===== src/rtl/pio_handshake_responder.sv =====
// Hardware endpoint of the software PIO 4-phase handshake: assembles WORDS
// 16-bit words into a block, hands it downstream with valid/ready, and replies to software.
module pio_handshake_responder #(
    parameter int WORDS       = 8,
    parameter int SYNC_STAGES = 2,
    localparam int CW         = $clog2(WORDS + 1)
) (
    input  logic                  clk,
    input  logic                  reset,
    input  logic [15:0]           to_hw_port,
    input  logic [1:0]            to_hw_sig,
    output logic [1:0]            to_sw_sig,
    output logic [16*WORDS-1:0]   block_data,
    output logic                  block_valid,
    input  logic                  block_ready,
    output logic [CW-1:0]         word_count,
    output logic [1:0]            fsm_state
);

    // Downstream handshake: a block transfers in the cycle where block_valid
    // and block_ready are both high; block_data is stable while block_valid is high.

    typedef enum logic [1:0] {
        IDLE     = 2'd0,
        COMMIT   = 2'd1,
        WAIT_LOW = 2'd2
    } state_t;

    localparam logic [CW-1:0] FULL = CW'(WORDS);

    state_t                         state, state_n;
    logic [SYNC_STAGES-1:0][1:0]    sync_r;
    logic [1:0]                     sig_s, sig_q;
    logic                           stable;
    logic [WORDS-1:0][15:0]         words;
    logic [1:0]                     sw_n;
    logic                           valid_n;
    logic [CW-1:0]                  count_n;
    logic                           store;

    assign sig_s      = sync_r[SYNC_STAGES-1];
    assign stable     = (sig_s == sig_q);
    assign block_data = words;
    assign fsm_state  = state;

    always_ff @(posedge clk or posedge reset) begin
        if (reset) begin
            sync_r <= '0;
            sig_q  <= 2'b00;
        end else begin
            sync_r <= {sync_r[SYNC_STAGES-2:0], to_hw_sig};
            sig_q  <= sig_s;
        end
    end

    always_ff @(posedge clk or posedge reset) begin
        if (reset) begin
            state       <= IDLE;
            to_sw_sig   <= 2'b00;
            block_valid <= 1'b0;
            word_count  <= '0;
            words       <= '0;
        end else begin
            state       <= state_n;
            to_sw_sig   <= sw_n;
            block_valid <= valid_n;
            word_count  <= count_n;
            for (int k = 0; k < WORDS; k++) begin
                if (store && word_count == CW'(k)) begin
                    words[k] <= to_hw_port;
                end
            end
        end
    end

    always_comb begin
        state_n = state;
        sw_n    = to_sw_sig;
        valid_n = block_valid;
        count_n = word_count;
        store   = 1'b0;
        unique case (state)
            IDLE: begin
                if (stable && sig_s != 2'b00) begin
                    state_n = WAIT_LOW;
                    case (sig_s)
                        2'b01: begin
                            if (word_count < FULL) begin
                                store   = 1'b1;
                                count_n = word_count + CW'(1);
                                sw_n    = 2'b01;
                            end else begin
                                sw_n = 2'b11;
                            end
                        end
                        2'b10: begin
                            if (word_count == FULL) begin
                                state_n = COMMIT;
                                valid_n = 1'b1;
                            end else begin
                                count_n = '0;
                                sw_n    = 2'b11;
                            end
                        end
                        default: begin
                            // Abort drops the count only; stale words stay until overwritten.
                            count_n = '0;
                            sw_n    = 2'b01;
                        end
                    endcase
                end
            end
            COMMIT: begin
                if (block_valid && block_ready) begin
                    valid_n = 1'b0;
                    count_n = '0;
                    sw_n    = 2'b10;
                    state_n = WAIT_LOW;
                end
            end
            WAIT_LOW: begin
                if (stable && sig_s == 2'b00) begin
                    sw_n    = 2'b00;
                    state_n = IDLE;
                end
            end
            default: state_n = IDLE;
        endcase
    end

endmodule


===== config.mk =====
export PLATFORM = sky130hd
export DESIGN_NAME = pio_handshake_responder
export DESIGN_NICKNAME = d
export VERILOG_FILES = /design/src/rtl/pio_handshake_responder.sv
export SDC_FILE = /design/constraint.sdc
export NUM_CORES = 1
export LEC_CHECK = 0
export CAP_MARGIN = 20
export CELL_PAD_IN_SITES_DETAIL_PLACEMENT = 1
export CELL_PAD_IN_SITES_GLOBAL_PLACEMENT = 1
export CORE_ASPECT_RATIO = 1.25
export CORE_MARGIN = 4
export CORE_UTILIZATION = 36
export CTS_CLUSTER_DIAMETER = 50
export DETAILED_ROUTE_END_ITERATION = 8
export PLACE_DENSITY_LB_ADDON = 0.1
export SYNTH_ARGS = -nofsm -noshare
export SYNTH_HDL_FRONTEND = slang
export SYNTH_SLANG_ARGS = --single-unit

===== constraint.sdc =====
create_clock -name clk -period 4.1 [get_ports clk]
set_input_delay 0.615 -clock clk [delete_from_list [all_inputs] [get_ports clk]]
set_output_delay 0.615 -clock clk [all_outputs]
set_load 0.05 [all_outputs]

Yosys cells after proc, flatten, opt, wreduce, memory -nomap -nowiden:

Index checks and enable logic that the tools add are counted.

* register bits after elaboration: 143
* output and inout bits: 137

* add/subtract/negate cells: 1
* $lt $le $gt $ge: 1
* equality and inequality tests: 20
* multiplexer cells: 26
* reductions and logical operators: 21

Operators by type and width (count)
* $eq 4x3->1 const B: 4
* $mux 2: 8
* $mux 4: 4
* $pmux 4 s2: 2
* $reduce_and 5->1: 3
* $pmux 2 s3: 2
* $logic_and 1x1->1: 11
* $eq 4x2->1 const B: 2
* $mux 1: 8
* $ne 2x2->1 const B: 4
* $ne 3x3->1 const B: 2
* $add 4x1->4 const B: 1
* $eq 2x1->1 const B: 2
* $eq 2x2->1 const B: 2
* $eq 4x1->1 const B: 1
* $eq 4x4->1 const B: 1
* $logic_not 2->1: 2
* $logic_not 4->1: 1
* $lt 4x4->1 const B: 1
* $pmux 2 s2: 1
* $reduce_bool 2->1: 2
* $reduce_and 3->1: 1
* $reduce_bool 3->1: 1
* $eq 2x2->1: 1
* other kinds (2): 2

Logic depth before layout (Yosys ltp):

Gate-level depths: netlist (run 1).

* depth in word-level cells: 6
* depth in mapped cells: 9
* gate-level depth less buffers: 6

Least setup slack after synthesis (run 1):

OpenSTA, ideal clock, no wires.

* path type: reg2reg
* start point: register state[0], in the netlist fsm_state[0]
* end point: register words, in the netlist block_data[100]
* arrival: 2.272 ns
* data required time: 3.975 ns
* slack: 1.703 ns
* stages on the path, launching flop included: 10
* path buffers: 3
* period minus slack after synthesis: 2.397 ns
* cell sequence: dfrtp_1 inv_1 ha_1 nand2b_1 nor4_2 buf_6 and3_1 buf_6 buf_12 mux2_4

* cells in the longest elaborated chain, start to end: 3

RTL lines
* start, declared: RTL line 31 `state_t state, state_n;`
* start signal, assigned: RTL line 64 `state <= state_n;`
* $logic_not 2->1: RTL line 82 `unique case (state)`
* $mux 1: RTL line 82
* $logic_and 1x1->1: RTL line 69 `if (store && word_count == CW'(k)) begin`
* end signal, assigned by index: RTL line 70 `words[k] <= to_hw_port;`
* end, declared: RTL line 35 `logic [WORDS-1:0][15:0] words;`

Every way passes these cells.
A chain may end at the register's enable or synchronous reset.

Worst setup path in the final report (run 1):

* start point: register sync_r, in the netlist sig_s[0]
* end point: register words, in the netlist block_data[90]

* cells in the longest elaborated chain, start to end: 5
* elaborated cells on any way between the ends: 8
* classes of those cells: eq/ne (2); mux (3); reduce/logical (3)

RTL lines
* start, declared: RTL line 32 `logic [SYNC_STAGES-1:0][1:0] sync_r;`
* start signal, assigned: RTL line 51 `sync_r <= {sync_r[SYNC_STAGES-2:0], to_hw_sig};`
* $eq 2x1->1 (tied with other cells): RTL line 86 `case (sig_s)`
* $mux 1 / $logic_and 1x1->1 (equally long branches): RTL line 86, 84
* $mux 1 (*): RTL line 84 `if (stable && sig_s != 2'b00) begin`
* $mux 1 (*): RTL line 82
* $logic_and 1x1->1 (*): RTL line 69

Every way passes the cells marked *; elsewhere a longest branch is shown, timed or not.

==> results of run 1 <==
[worst max-delay path, delay by kind of cell, from the launching register on]
family | cells | cell delay (ns)
fa+ha+maj | 1 | 0.24
buf+inv | 2 | 0.36
flops | 1 | 0.44
mux | 1 | 0.42
simple gates | 3 | 1.28
[flip-flops by register name, summed over array words and instances, names as in the netlist]
signal       count
block_valid      1
fsm_state        2
sig_s            2
sync_r           2
word_count       4
sig_q            2
block_data     128
to_sw_sig        2
[cell type report]
cell class / instances / area [sq um]
clock buffers: 22 / 474
clock inverters: 9 / 155
fillers: 1583 / 7920
inverters: 12 / 48.8
multi-input cells: 196 / 2130
flip-flops and latches: 143 / 3580
well taps: 216 / 270
repair buffers: 162 / 1620
[cell usage after synthesis (2+ instances only)]
cell	count
sky130_fd_sc_hd__a21boi_0	3
sky130_fd_sc_hd__a21oi_1	5
sky130_fd_sc_hd__and3_1	3
sky130_fd_sc_hd__buf_12	3
sky130_fd_sc_hd__buf_6	8
sky130_fd_sc_hd__dfrtp_1	143
sky130_fd_sc_hd__ha_1	11
sky130_fd_sc_hd__inv_1	12
sky130_fd_sc_hd__mux2_2	98
sky130_fd_sc_hd__mux2_4	30
sky130_fd_sc_hd__mux2i_1	2
sky130_fd_sc_hd__nand2_1	4
sky130_fd_sc_hd__nand2b_1	3
sky130_fd_sc_hd__nand3b_4	3
sky130_fd_sc_hd__nor2_1	2
sky130_fd_sc_hd__nor2b_1	3
sky130_fd_sc_hd__o21ai_0	2
sky130_fd_sc_hd__xnor2_1	2
sky130_fd_sc_hd__xor2_1	2
[routing by layer]
| layer | vias to the layer above | global-route usage | wire, um |
|---|---|---|---|
| met1 | 1874 | 0.211 | 6370 |
| li1 | 1638 | - | - |
| met2 | 103 | 0.296 | 8010 |
| met4 | 0 | 0.0437 | 132 |
| met3 | 10 | 0.0579 | 818 |
| met5 | - | 0 | 0 |
[worst max-delay path by stage]
stage,start,endpoint,cells past startpoint
after floorplan,reset,block_data[0],1
after global placement,sig_s[0],block_data[94],7
after detailed placement,sig_s[0],block_data[90],7
after CTS,sig_s[0],block_data[90],7
after global routing,sig_s[0],block_data[90],7
final,sig_s[0],block_data[90],7
[through the flow]
step                      power, mW  utilization  setup slack (ns)
after detailed placement       3.06        0.472              1.19
final                          4.67        0.511              1.24
after global placement         3.03        0.472              1.32
after global routing           4.88        0.511              1.03
after CTS                      4.74        0.511              1.19
after floorplan                2.58            -              1.69
[layout by cell type, fill, tap and decap left out, types with 4 or more instances in the layout]
cell type	Yosys	routed
sky130_fd_sc_hd__clkbuf_16	0	17
sky130_fd_sc_hd__buf_4	1	4
sky130_fd_sc_hd__ha_1	11	11
sky130_fd_sc_hd__dfrtp_1	143	143
sky130_fd_sc_hd__a21oi_1	5	5
sky130_fd_sc_hd__bufinv_16	0	4
sky130_fd_sc_hd__mux2_2	98	98
sky130_fd_sc_hd__mux2_4	30	30
sky130_fd_sc_hd__clkdlybuf4s50_1	0	157
sky130_fd_sc_hd__inv_1	12	11
sky130_fd_sc_hd__nand2_1	4	4
[kinds of logic after synthesis]
kind of cell               after synthesis  share of synthesized area
xor gates and xnor gates                 4                    0.00592
and+or+nand+nor                         28                     0.0365
buffers and inverters                   26                     0.0357
DFF                                    143                      0.604
adders and majority gates               11                     0.0232
muxes                                  130                      0.266
AOI/OAI and AO/OA                       23                     0.0287
[report_power, final]
group / leakage, nW / internal, mW / switching (mW) / total, mW
Combinational: 1.64 / 0.471 / 0.865 / 1.34
Clock: 0.307 / 1.06 / 0.579 / 1.64
Sequential: 1.82 / 1.58 / 0.105 / 1.69
Total: 3.77 / 3.12 / 1.55 / 4.67
==> impl_metrics.yaml, run 1 <==
worst_setup_path:
  worst_r2r_endpoint: "block_data[90]"
  critical-path-max-stage-delay_ns: 0.84
  path_class: "register to register"
  setup.reg_to_reg.worst_slack_ns: 1.24
  critical_path.startpoint_type: "register"
  reg2regPathDepth: 7
  worst_path_arrival_ns: 3.16
  worst_ep_required_time_ns: 4.40
  timing.critical_path.to_type: "register"
  critPathSlowestCell: "sky130_fd_sc_hd__and3_1"
  crit-reg2reg-launch: "sig_s[0]"
  crit_path_max_fanout: 16
  path_cells: "inv_1 > ha_1 > nand2b_1 > nor4_2 > buf_4 > and3_1 > mux2_2"
yosys:
  yosys.area.top_type: "sky130_fd_sc_hd__dfrtp_1"
  syn_area_per_cell_sq_um: 16.2
  largest_cells_by_area_after_synthesis: "sky130_fd_sc_hd__dfrtp_1 (60%), sky130_fd_sc_hd__mux2_2 (19%), sky130_fd_sc_hd__mux2_4 (7.6%), sky130_fd_sc_hd__ha_1 (2.3%), sky130_fd_sc_hd__buf_6 (1.5%)"
  synth_ff_type: "sky130_fd_sc_hd__dfrtp_1"
  synth_nets: 397
  yosys_warnings: 0
  post_synth_num_cell_types: 45
  ys_seq_elements: 143
  synthCells: 365
  synth.top_cell.area_share: 0.604
  ys_async_sr_fraction: 1.00
  netlist_area_pre_place_sq_mm: 0.00592
  number_of_enable_type_register_cells_in_the_synthesized_netlist: 0
  yosysSeqAreaShare: 0.604
cts:
  tritoncts: "done"
  cts_inserted_buffers: 17
  clock_insertion_delay_worst_skew_ns: 0.42
  cts.reportedPaths.clkPinSlew_ns: 0.06
  cts_setup_buffers: 0
  tritoncts_num_sinks: 143
  postCtsHoldBufs: 0
  h_tree_levels: 4
  postCtsResizedCells: 0
  clock_tree.root_cell: "sky130_fd_sc_hd__clkbuf_16"
  cts_buffer_depth: 2
placement:
  dpl.hpwl_um: 10800
  placed_cells: 729
  place.port_buffers: 157
  post_dp_cell_area_sq_mm: 0.00765
  place_congestion: 0.775
cells_and_area:
  stdcell_count: 760
  fin_nets: 564
  drive_above_1_share: 0.316
  design_area_sq_mm: 0.00828
  layout-area-overhead-vs-synth_pct: 39.8
  n_diodes: 0
sta:
  report.final.setup_viol: 0
  fmaxAchievable_mhz: 350
  min_period_ns: 2.86
  hold_ws_ns: 0.352
  maxSlewViolCount: 0
  worst_slew_pin_slew_ns: 0.978
  grt_setup_unrepaired: "no"
  timing.final.crit_share: 0.697
  timing_hold_violations_final: 0
  finalClockSkew_ns: 0.0114
  timing.max_slew.rel_slack: 0.348
  setup_total_negative_slack_ns: 0
route:
  drt.antenna.violating_nets: 0
  route.final.wire_length_um: 15300
  dr.pass1.iters: 4
  detailroute.via_count: 3625
  initialDrtViolationCount: 117
  drt-vias-per-instance: 4.77
  wl_per_cell_um: 20.2
  route.detailed.drc: 0
grt:
  antenna_violations_before_repair: 0
  grt_overall_usage: 0.174
  grt_max_degree: 76
  number_of_global_route_vias_before_repair: 4071
  residual_overflow_from_global_routing: 0
  first_pass_grt_wire_length_um: 23900
die:
  io_pins: 158
  die_x_um: 123
  initial_core_utilization: 0.366
  row_count: 52
  fp.dieArea_sq_mm: 0.0186
  placeableCoreArea_sq_mm: 0.0162
  die_height_um: 151
power:
  power_leakage_nw: 3.77
  p_per_area_mw_per_mm2: 563
  peakVddDrop_uv: 398
min_path:
  timing.hold.worst_path_depth: 0
  hold_start: "sync_r[0]"
  worstHoldEndpoint: "sig_s[0]"
  min_path_type: "register to register"
outcome:
  outcome: "finished, final reports clean"
flow_run:
  timing.max_cap.violations: 0
No activity file was read; power rests on OpenSTA's default activity.
==> run 2: changes to the inputs <==
--- a/config.mk
+++ b/config.mk
@@ -10,7 +10,7 @@
 export CELL_PAD_IN_SITES_GLOBAL_PLACEMENT = 1
 export CORE_ASPECT_RATIO = 1.25
 export CORE_MARGIN = 4
-export CORE_UTILIZATION = 36
+export CORE_UTILIZATION = 40
 export CTS_CLUSTER_DIAMETER = 50
 export DETAILED_ROUTE_END_ITERATION = 8
 export PLACE_DENSITY_LB_ADDON = 0.1
==> constraint.sdc (replaced) <==
create_clock -name clk -period 2.65 [get_ports clk]
set_input_delay 0.3975 -clock clk [delete_from_list [all_inputs] [get_ports clk]]
set_output_delay 0.3975 -clock clk [all_outputs]
set_load 0.05 [all_outputs]
==> impl_metrics.yaml, run 2 (same netlist as run 1, synthesis figures left out) <==
sta:
  min_period_ns: 2.40
  grt_setup_unrepaired: "no"
  fmaxAchievable_mhz: 417
  maxSlewViolCount: 0
  timing_hold_violations_final: 0
  worst_setup_slack_after_layout_ns: 0.250
  timing.max_slew.rel_slack: 0.465
  timing.final.crit_share: 0.906
  setup_total_negative_slack_ns: 0
  worst_slew_pin_slew_ns: 0.802
  hold_ws_ns: 0.348
  report.final.setup_viol: 0
  finalClockSkew_ns: 0.00950
route:
  wl_per_cell_um: 20.7
  route.detailed.drc: 0
  detailroute.via_count: 3690
  initialDrtViolationCount: 151
  dr.pass1.iters: 3
  drt.antenna.violating_nets: 0
  drt-vias-per-instance: 5.07
  route.final.wire_length_um: 15100
placement:
  place_congestion: 0.833
  dpl.hpwl_um: 10400
  post_place_worst_slack_ns: 0.274
  placed_cells: 696
  place.port_buffers: 157
cells_and_area:
  most-common-layout-cells: "sky130_fd_sc_hd__clkdlybuf4s50_1 (157), sky130_fd_sc_hd__dfrtp_1 (143), sky130_fd_sc_hd__mux2_2 (98), sky130_fd_sc_hd__mux2_4 (30), sky130_fd_sc_hd__clkbuf_16 (17)"
  layout-area-overhead-vs-synth_pct: 39.2
  largest_register_ffs: 128
  stdcell_count: 728
  seq_area_sq_mm: 0.00358
  drive_above_1_share: 0.322
  n_diodes: 0
  n_fill_cell: 1420
  mostFrequentLayoutCell: "sky130_fd_sc_hd__clkdlybuf4s50_1"
  fin_nets: 569
  multi_input_area_sq_mm: 0.00213
worst_setup_path:
  critPathSlowestCell: "sky130_fd_sc_hd__dfrtp_1"
  worst_path_arrival_ns: 2.69
  crit_path_max_fanout: 11
  worst_ep_required_time_ns: 2.94
  critical-path-max-stage-delay_ns: 0.44
  reg2regPathDepth: 8
  setup.reg_to_reg.worst_slack_ns: 0.25
  path_cells: "inv_1 > ha_1 > nand2b_1 > nor4_2 > buf_4 > and3_1 > buf_4 > mux2_4"
  path_class: "register to register"
  crit_top_cell: "sky130_fd_sc_hd__buf_4"
  worst_r2r_endpoint: "block_data[102]"
  crit-reg2reg-launch: "sig_s[0]"
  critical_path.startpoint_type: "register"
  timing.critical_path.to_type: "register"
power:
  peakVddDrop_uv: 381
  power_leakage_nw: 3.79
  p_per_area_mw_per_mm2: 867
cts:
  cts_inserted_buffers: 17
  postCtsResizedCells: 0
  cts_setup_buffers: 0
  cts_buffer_depth: 2
  tritoncts: "done"
  h_tree_levels: 4
  clock_insertion_delay_worst_skew_ns: 0.41
  postCtsHoldBufs: 0
  tritoncts_num_sinks: 143
  cts.reportedPaths.clkPinSlew_ns: 0.06
  clock_tree.root_cell: "sky130_fd_sc_hd__clkbuf_16"
outcome:
  outcome: "finished, final reports clean"
die:
  io_pins: 158
  placeableCoreArea_sq_mm: 0.0145
  die_height_um: 144
  die_x_um: 117
  fp.dieArea_sq_mm: 0.0168
  row_count: 49
  initial_core_utilization: 0.409
grt:
  antenna_violations_before_repair: 0
  number_of_global_route_vias_before_repair: 4017
  residual_overflow_from_global_routing: 0
  grt_overall_usage: 0.187
  first_pass_grt_wire_length_um: 23500
  grt_max_degree: 144
min_path:
  min_path_type: "register to register"
  worstHoldEndpoint: "sig_s[1]"
  hold_start: "sync_r[1]"
  timing.hold.worst_path_depth: 0
flow_run:
  timing.max_cap.violations: 0
run 2: changes by cell type in the layout (fill, tap and decap cells not counted), sizes merged:
cell / previous run / this run
buf: 5 / 10
clkinv: 3 / 8
clkbuf: 22 / 20
clkinvlp: 2 / 1
inv: 12 / 11
run 2: report_power, final:
part | total (mW) | internal [mW] | switching [mW] | leakage [nW]
Sequential | 2.62 | 2.45 | 0.170 | 1.82
Combinational | 2.08 | 0.729 | 1.35 | 1.67
Clock | 2.45 | 1.57 | 0.887 | 0.301
run 2: worst max path at each step:
stage | start | to | slack, ns | cells after the start
floorplan | fsm_state[0] | block_data[100] | 0.25 | 9
global placement | sig_s[0] | block_data[98] | 0.35 | 8
detailed placement | sig_s[0] | block_data[102] | 0.27 | 8
CTS | sig_s[0] | block_data[102] | 0.22 | 8
global route | sig_s[0] | block_data[102] | 0.08 | 8
finish | sig_s[0] | block_data[102] | 0.25 | 8
run 2: critical path: cells and delay by family, from the launching register on:
kind	cells	cell delay [ns]
simple gates	3	0.65
fa+ha+maj	1	0.24
buf+inv	3	0.62
flops	1	0.44
mux	1	0.33
run 2: routing by layer:
metal	part of all wire	up-vias	global-route usage
met5	0	-	0
met4	0.014	0	0.0634
met3	0.039	18	0.0398
met2	0.52	98	0.317
met1	0.43	1923	0.237
li1	-	1651	-
run 2: stage by stage:
stage               instance area, sq um  total power, mW   util
floorplan                           5930             3.99      -
global placement                    7640             4.69  0.528
detailed placement                  7640             4.75  0.528
CTS                                 8250             7.22  0.570
global route                        8250             7.44  0.570
finish                              8250             7.15  0.570
run 2: layout make-up:
class / instances / share of cell area
tap: 178 / 0.0270
sequential: 143 / 0.434
multi-input combinational: 196 / 0.259
clock inverter: 12 / 0.0203
clock buffer: 20 / 0.0530
inverter: 12 / 0.00592
timing repair buffer: 167 / 0.201
